`src/rtl/mult8_seq_shiftadd_if.sv`:
```
// Operand/product handshake bundle for the sequential shift-add multiplier.
// Ports: in_valid/in_ready/in_a/in_b carry operands toward the multiplier;
//        out_valid/out_ready/out_prod carry the product back to the consumer.
// master = operand source and product sink; slave = the multiplier itself.
interface mult8_seq_shiftadd_if #(
  parameter int WIDTH = 8
);
  logic               in_valid;
  logic               in_ready;
  logic [WIDTH-1:0]   in_a;
  logic [WIDTH-1:0]   in_b;
  logic               out_valid;
  logic               out_ready;
  logic [2*WIDTH-1:0] out_prod;

  modport master (
    output in_valid, in_a, in_b, out_ready,
    input  in_ready, out_valid, out_prod
  );

  modport slave (
    input  in_valid, in_a, in_b, out_ready,
    output in_ready, out_valid, out_prod
  );
endinterface

```
`src/rtl/mult8_seq_shiftadd.sv`:
```
// Purpose: iterative unsigned WIDTHxWIDTH shift-add multiplier, one partial-product column per cycle,
//          with optional truncation of the TRUNC least-significant columns of every partial product.
// Latency: accept edge E0 -> out_valid high after edge E0+WIDTH; one product per WIDTH+2 cycles at best.
// Backpressure: out_valid/out_prod held in DONE until out_ready; in_ready is high only in IDLE.
//
// Ports:
//   clk    rising-edge clock
//   rst_n  synchronous active-low reset (sampled on clk)
//   io     mult8_seq_shiftadd_if.slave: operand handshake (in_*) and product handshake (out_*)
//   busy   high while a product is being formed or waiting to be taken (RUN or DONE)
module mult8_seq_shiftadd #(
  parameter int WIDTH = 8,
  // Number of low product columns zeroed in every partial product; 0..2*WIDTH-1, 0 = exact.
  parameter int TRUNC = 0
) (
  input  logic                  clk,
  input  logic                  rst_n,
  mult8_seq_shiftadd_if.slave   io,
  output logic                  busy
);

  localparam int PW = 2 * WIDTH;
  localparam int CW = (WIDTH > 1) ? $clog2(WIDTH) : 1;

  // Columns that survive truncation; all ones when TRUNC = 0.
  localparam logic [PW-1:0] KEEP_MASK = ~((PW'(1) << TRUNC) - PW'(1));

  typedef enum logic [1:0] {
    IDLE = 2'd0,
    RUN  = 2'd1,
    DONE = 2'd2
  } state_t;

  state_t state_q;
  state_t state_d;

  logic [WIDTH-1:0] a_q;
  logic [WIDTH-1:0] b_q;
  logic [PW-1:0]    acc_q;
  logic [PW-1:0]    prod_q;
  logic [CW-1:0]    cnt_q;

  // Control strobes decoded from the state.
  logic start;
  logic step;
  logic last;

  logic [PW-1:0] pp;
  logic [PW-1:0] acc_sum;

  // ---------------------------------------------------------------------------
  // State register
  // ---------------------------------------------------------------------------
  always_ff @(posedge clk) begin
    if (!rst_n) begin
      state_q <= IDLE;
    end else begin
      state_q <= state_d;
    end
  end

  // ---------------------------------------------------------------------------
  // Next state and handshake outputs
  // ---------------------------------------------------------------------------
  always_comb begin
    state_d      = state_q;
    io.in_ready  = 1'b0;
    io.out_valid = 1'b0;
    busy         = 1'b0;
    start        = 1'b0;
    step         = 1'b0;
    last         = 1'b0;

    case (state_q)
      IDLE: begin
        io.in_ready = 1'b1;
        if (io.in_valid) begin
          start   = 1'b1;
          state_d = RUN;
        end
      end

      RUN: begin
        busy = 1'b1;
        step = 1'b1;
        // Always walk every multiplier bit, even when b is zero, so the
        // latency seen downstream never depends on operand values.
        if (cnt_q == CW'(WIDTH - 1)) begin
          last    = 1'b1;
          state_d = DONE;
        end
      end

      DONE: begin
        busy         = 1'b1;
        io.out_valid = 1'b1;
        if (io.out_ready) begin
          state_d = IDLE;
        end
      end

      default: begin
        state_d = IDLE;
      end
    endcase
  end

  // ---------------------------------------------------------------------------
  // Datapath: partial product for the current column and running sum
  // ---------------------------------------------------------------------------
  always_comb begin
    pp      = ({{WIDTH{1'b0}}, a_q} << cnt_q) & KEEP_MASK;
    // 2*WIDTH bits always hold the full product, so no carry-out is kept.
    acc_sum = b_q[cnt_q] ? (acc_q + pp) : acc_q;
  end

  always_ff @(posedge clk) begin
    if (!rst_n) begin
      a_q    <= '0;
      b_q    <= '0;
      acc_q  <= '0;
      cnt_q  <= '0;
      prod_q <= '0;
    end else begin
      if (start) begin
        // Operands are captured once; the source may change them afterwards.
        a_q   <= io.in_a;
        b_q   <= io.in_b;
        acc_q <= '0;
        cnt_q <= '0;
      end
      if (step) begin
        acc_q <= acc_sum;
        if (last) begin
          cnt_q  <= '0;
          // Separate result register: out_prod only changes when a complete
          // product is ready and otherwise keeps the last delivered value.
          prod_q <= acc_sum;
        end else begin
          cnt_q <= cnt_q + CW'(1);
        end
      end
    end
  end

  assign io.out_prod = prod_q;

  // The offered product must not move while the consumer stalls.
  a_hold_in_done : assert property (
    @(posedge clk) disable iff (!rst_n)
    (state_q == DONE && !io.out_ready) |=> (state_q == DONE && $stable(prod_q))
  );

endmodule

```
`src/flat_wrapper.sv`:
```
// flat-port wrapper written by rule: the top's interface ports become plain ports
module mult8_seq_shiftadd_flat 
#(
  parameter int WIDTH = 8,
                                                                                            
  parameter int TRUNC = 0
)
  (clk, rst_n, busy, io_in_valid, io_in_a, io_in_b, io_out_ready, io_in_ready, io_out_valid, io_out_prod);
  mult8_seq_shiftadd_if #(.WIDTH(WIDTH)) io_i ();
  input  logic clk;
  input  logic rst_n;
  output logic busy;
  input wire logic [$bits(io_i.in_valid)-1:0] io_in_valid;
  input wire logic [$bits(io_i.in_a)-1:0] io_in_a;
  input wire logic [$bits(io_i.in_b)-1:0] io_in_b;
  input wire logic [$bits(io_i.out_ready)-1:0] io_out_ready;
  output wire logic [$bits(io_i.in_ready)-1:0] io_in_ready;
  output wire logic [$bits(io_i.out_valid)-1:0] io_out_valid;
  output wire logic [$bits(io_i.out_prod)-1:0] io_out_prod;
  assign io_i.in_valid = io_in_valid;
  assign io_i.in_a = io_in_a;
  assign io_i.in_b = io_in_b;
  assign io_i.out_ready = io_out_ready;
  assign io_in_ready = io_i.in_ready;
  assign io_out_valid = io_i.out_valid;
  assign io_out_prod = io_i.out_prod;
  mult8_seq_shiftadd #(.WIDTH(WIDTH), .TRUNC(TRUNC)) u_core (.clk(clk), .rst_n(rst_n), .io(io_i), .busy(busy));
endmodule
```
`config.mk`:
```
export PLATFORM = sky130hd
export DESIGN_NAME = mult8_seq_shiftadd_flat
export DESIGN_NICKNAME = d
export VERILOG_FILES = /design/src/rtl/mult8_seq_shiftadd_if.sv /design/src/rtl/mult8_seq_shiftadd.sv /design/src/flat_wrapper.sv
export SDC_FILE = /design/constraint.sdc
export NUM_CORES = 1
export LEC_CHECK = 0
export ABC_AREA = 0
export BUFFER_PORTS_ARGS = -buffer_cell sky130_fd_sc_hd__buf_2
export CAP_MARGIN = 15
export CORE_MARGIN = 2
export CORE_UTILIZATION = 55
export DETAILED_ROUTE_END_ITERATION = 8
export GPL_TIMING_DRIVEN = 0
export PLACE_DENSITY_LB_ADDON = 0.12
export SYNTH_ARGS = -nofsm -noshare
export SYNTH_HDL_FRONTEND = slang
export SYNTH_SLANG_ARGS = --single-unit
```
`constraint.sdc`:
```
create_clock -name clk -period 8.1 [get_ports clk]
set_input_delay 1.62 -clock clk [delete_from_list [all_inputs] [get_ports clk]]
set_output_delay 1.62 -clock clk [all_outputs]
set_load 0.05 [all_outputs]
```
==> qor.log <==
qor: critical_path.cp_data_required_time 8270 ps
qor: placed_design.dpl_cell_area 0.00357 sq mm
qor: synth.synthCells 403
qor: drt.totalWireLength 8210 microns
qor: hold_path.worst_hold_path_type reg2reg
qor: grt.global_route.overflow_total 0
qor: synth.syn_avg_cell_area 8.15 sq um
qor: drt.vias 3,053
qor: grt.grt_start_max_net_pins 17
qor: clock_network.cts_num_sinks 53
qor: final_layout.diodes 0
qor: critical_path.critical_path_arrival 3560 ps
qor: clock_network.number_of_buffers_inserted_by_post_cts_setup_repair 0
qor: clock_network.clk_pin_slew_worst_paths 100 ps
qor: grt.grt_usage 26.7%
qor: critical_path.setup.worst_path.start u_core.cnt_q[1]$_SDFFE_PN0P_
qor: timing.period_minus_slack 3400 ps
qor: placed_design.routabilityCongestion 0.935
qor: clock_network.clock-root-buffer sky130_fd_sc_hd__clkbuf_8
qor: critical_path.critPathMaxFanout 10
qor: clock_network.tritoncts done
qor: final_layout.post_layout_utilization_of_the_core 62.4%
qor: final_layout.layout.area.seq 0.00106 sq mm
qor: timing.fin_skew 11.4 ps
qor: drt.route.detailed.vias_per_inst 5.83
qor: timing.fmax 294 MHz
qor: timing.hold-worst-slack 459 ps
qor: floorplanning.initial_utilization 56.1%
qor: placed_design.hpwlAfterDp 6050 microns
qor: critical_path.critical_path.endpoint u_core.io.out_prod[11]$_SDFFE_PN0P_
qor: final_layout.nNetsFinal 489
qor: power.power.ir.vdd_worst 0.102 mV
qor: timing.endpoints_failing_setup 0
qor: critical_path.setup.reg_to_reg.worst_slack 4700 ps
qor: synth.async_reset_ff_share 0%
qor: critical_path.worstSetupEndpointType flip-flop
qor: clock_network.maximum_buffer_depth_of_the_clock_tree 2
qor: synth.synth_seq_area_share 32.3%
qor: clock_network.worstSkewPairLatency 310 ps
qor: synth.synth_edf_count 0
qor: floorplanning.design.core.area 0.00585 sq mm
qor: synth.synth_top_flop_cell sky130_fd_sc_hd__dfxtp_1
qor: clock_network.cts_made_buffers 5
qor: critical_path.reg2reg_depth 13
qor: synth.syn_area 0.00328 sq mm
qor: timing.setup_tns 0 ps
qor: critical_path.ff_to_ff_end u_core.io.out_prod[11]$_SDFFE_PN0P_
qor: flow_run.number_of_max_capacitance_violations_reported 0
qor: clock_network.cts.repair.resized 0
qor: floorplanning.pin_count 39
qor: critical_path.critical_path.startpoint_type flip-flop
qor: power.power_density 155 mW/mm^2
qor: clock_network.cts_hold_buf 0
qor: timing.final_max_slew_viol_count 0
qor: drt.drc 0
qor: timing.grt_setup_unrepaired no
qor: drt.antenna_violating_nets_post_route 0
qor: synth.yosys_register_bits 53
qor: final_layout.fin_area 0.00365 sq mm
qor: synth.netlist-cell-type-count 52
qor: placed_design.portBuffers 38
qor: critical_path.worstSetupPathType reg2reg
qor: floorplanning.design.die.area 0.00660 sq mm
qor: synth.post_synth_net_total 444
qor: drt.drt_pre_antenna_iters 5
qor: grt.vias_in_the_first_global_route 2,834
qor: floorplanning.die_height 81.3 microns
qor: status.status completed
qor: timing.tightest_slew 613 ps
qor: timing.min_period_over_period 41.9%
qor: power.power.leakage 1.47 nW
qor: floorplanning.rows 28
qor: drt.route.detailed.wl_per_inst 15.7 microns
qor: final_layout.fill_cells 550
qor: final_layout.fraction_of_final_layout_cells_with_drive_strength_greater_than_1 15.8%
qor: floorplanning.floorplan.die.width 81.3 microns
qor: critical_path.worst_r2r_src u_core.cnt_q[1]$_SDFFE_PN0P_
qor: timing.timing.final.hold_violations 0
qor: final_layout.multi_input_comb_area 0.00205 sq mm
qor: clock_network.cts_htree_levels 2
qor: drt.dr.first_iter.drc_count 161
qor: timing.slew_hr 58.7%
qor: grt.grt_pass1_wl 13,600 microns
qor: synth.synth-warning-count 0
qor: grt.antenna_found_initial 0
qor: final_layout.flow.area_growth_from_synthesis 11.3%
cell usage in the layout (no fill, tap or decap), types with 6 or more instances in the layout:
cell type                  instances
sky130_fd_sc_hd__inv_1             8
sky130_fd_sc_hd__nand3_1          16
sky130_fd_sc_hd__buf_2            41
sky130_fd_sc_hd__nor3_1            6
sky130_fd_sc_hd__xnor2_1           7
sky130_fd_sc_hd__o21ai_0          21
sky130_fd_sc_hd__nor2_1           28
sky130_fd_sc_hd__mux2i_1          21
sky130_fd_sc_hd__ha_1             20
sky130_fd_sc_hd__a21oi_1          41
sky130_fd_sc_hd__nand2_1          62
sky130_fd_sc_hd__clkbuf_1         21
sky130_fd_sc_hd__dfxtp_1          53
sky130_fd_sc_hd__o22ai_1           6
sky130_fd_sc_hd__a211oi_1          8
sky130_fd_sc_hd__mux2_2            6
sky130_fd_sc_hd__nand2b_1          6
sky130_fd_sc_hd__a22o_1           11
Yosys cell counts, types with 5 or more instances:
library cell	instances	share of area [%]
sky130_fd_sc_hd__nand2_1	62	7.1
sky130_fd_sc_hd__xnor2_1	7	1.9
sky130_fd_sc_hd__nor3_1	6	0.91
sky130_fd_sc_hd__a22o_1	11	2.9
sky130_fd_sc_hd__mux2i_1	21	6.4
sky130_fd_sc_hd__inv_1	8	0.91
sky130_fd_sc_hd__mux2_2	6	2.1
sky130_fd_sc_hd__nand3_1	16	2.4
sky130_fd_sc_hd__o21ai_0	21	3.2
sky130_fd_sc_hd__and2_1	5	0.95
sky130_fd_sc_hd__dfxtp_1	53	32
sky130_fd_sc_hd__o22ai_1	6	1.1
sky130_fd_sc_hd__nor2_1	28	3.2
sky130_fd_sc_hd__a211oi_1	8	1.8
sky130_fd_sc_hd__ha_1	20	7.6
sky130_fd_sc_hd__nand2b_1	6	1.1
sky130_fd_sc_hd__clkbuf_1	21	2.4
sky130_fd_sc_hd__a21oi_1	41	6.3
worst min path at each step:
stage,to,cells past startpoint,from
floorplan,u_core.b_q[2]$_SDFFE_PN0P_,2,u_core.b_q[2]$_SDFFE_PN0P_
global placement,u_core.b_q[3]$_SDFFE_PN0P_,2,u_core.b_q[3]$_SDFFE_PN0P_
detailed placement,u_core.b_q[0]$_SDFFE_PN0P_,2,u_core.b_q[0]$_SDFFE_PN0P_
CTS,u_core.b_q[0]$_SDFFE_PN0P_,2,u_core.b_q[0]$_SDFFE_PN0P_
global route,u_core.b_q[2]$_SDFFE_PN0P_,2,u_core.b_q[2]$_SDFFE_PN0P_
finish,u_core.b_q[0]$_SDFFE_PN0P_,2,u_core.b_q[0]$_SDFFE_PN0P_
area by class of cell:
type	instances	share of cell area (%)
multi-input combinational	313	56.1
sequential	53	29.0
timing repair buffer	38	5.21
buffer	28	3.80
tap	75	2.57
clock buffer	5	1.88
inverter	9	0.925
clock inverter	3	0.479
where the power goes:
part | total (mW) | internal [mW] | switching, mW
clock | 0.150 | 0.0599 | 0.0902
combinational | 0.137 | 0.0486 | 0.0883
sequential | 0.279 | 0.271 | 0.00775
total | 0.566 | 0.380 | 0.186
registers in the layout, indices dropped and copies added, names as in the netlist:
signal and count:
u_core.a_q 8, u_core.acc_q 16, u_core.b_q 8, u_core.cnt_q 3, u_core.io.out_prod 16, u_core.state_q 2
per-layer routing:
metal | part of all wire, % | GRT usage (%) | vias up
li1 | - | - | 1522
met5 | 0 | 0 | -
met3 | 5.6 | 4.22 | 8
met4 | 1.0 | 6.10 | 0
met1 | 48 | 38.2 | 1425
met2 | 45 | 42.0 | 98
worst max-delay path: stages (launching register included):
cell and delay (ps):
sky130_fd_sc_hd__dfxtp_1 360, sky130_fd_sc_hd__buf_6 160, sky130_fd_sc_hd__clkbuf_1 380, sky130_fd_sc_hd__mux2i_1 170
sky130_fd_sc_hd__mux2_2 300, sky130_fd_sc_hd__o22ai_1 160, sky130_fd_sc_hd__ha_1 300, sky130_fd_sc_hd__a21oi_1 260
sky130_fd_sc_hd__nand2_1 120, sky130_fd_sc_hd__o21ai_0 230, sky130_fd_sc_hd__a21oi_1 180, sky130_fd_sc_hd__or3_1 360
sky130_fd_sc_hd__a31oi_1 170, sky130_fd_sc_hd__a21oi_1 90
logic make-up (layout without fill, tap and decap cells):
group	after synthesis	after routing	share of synthesized area, %
AOI/OAI and AO/OA	113	113	22.5
xor gates and xnor gates	11	11	2.93
adders and majority gates	21	21	8.23
buffers and inverters	37	83	5.26
DFF	53	53	32.3
muxes	29	29	9.60
and+or+nand+nor	139	139	19.1
through the flow:
step                      total power, mW  instances  setup slack, ps
after CTS                           0.567        524             4720
final                               0.566        524             4700
after global routing                0.593        524             4350
after global placement              0.417        516             4800
after floorplan                     0.387        403             5200
after detailed placement            0.420        516             4750
No activity file was read; power rests on OpenSTA's default activity.
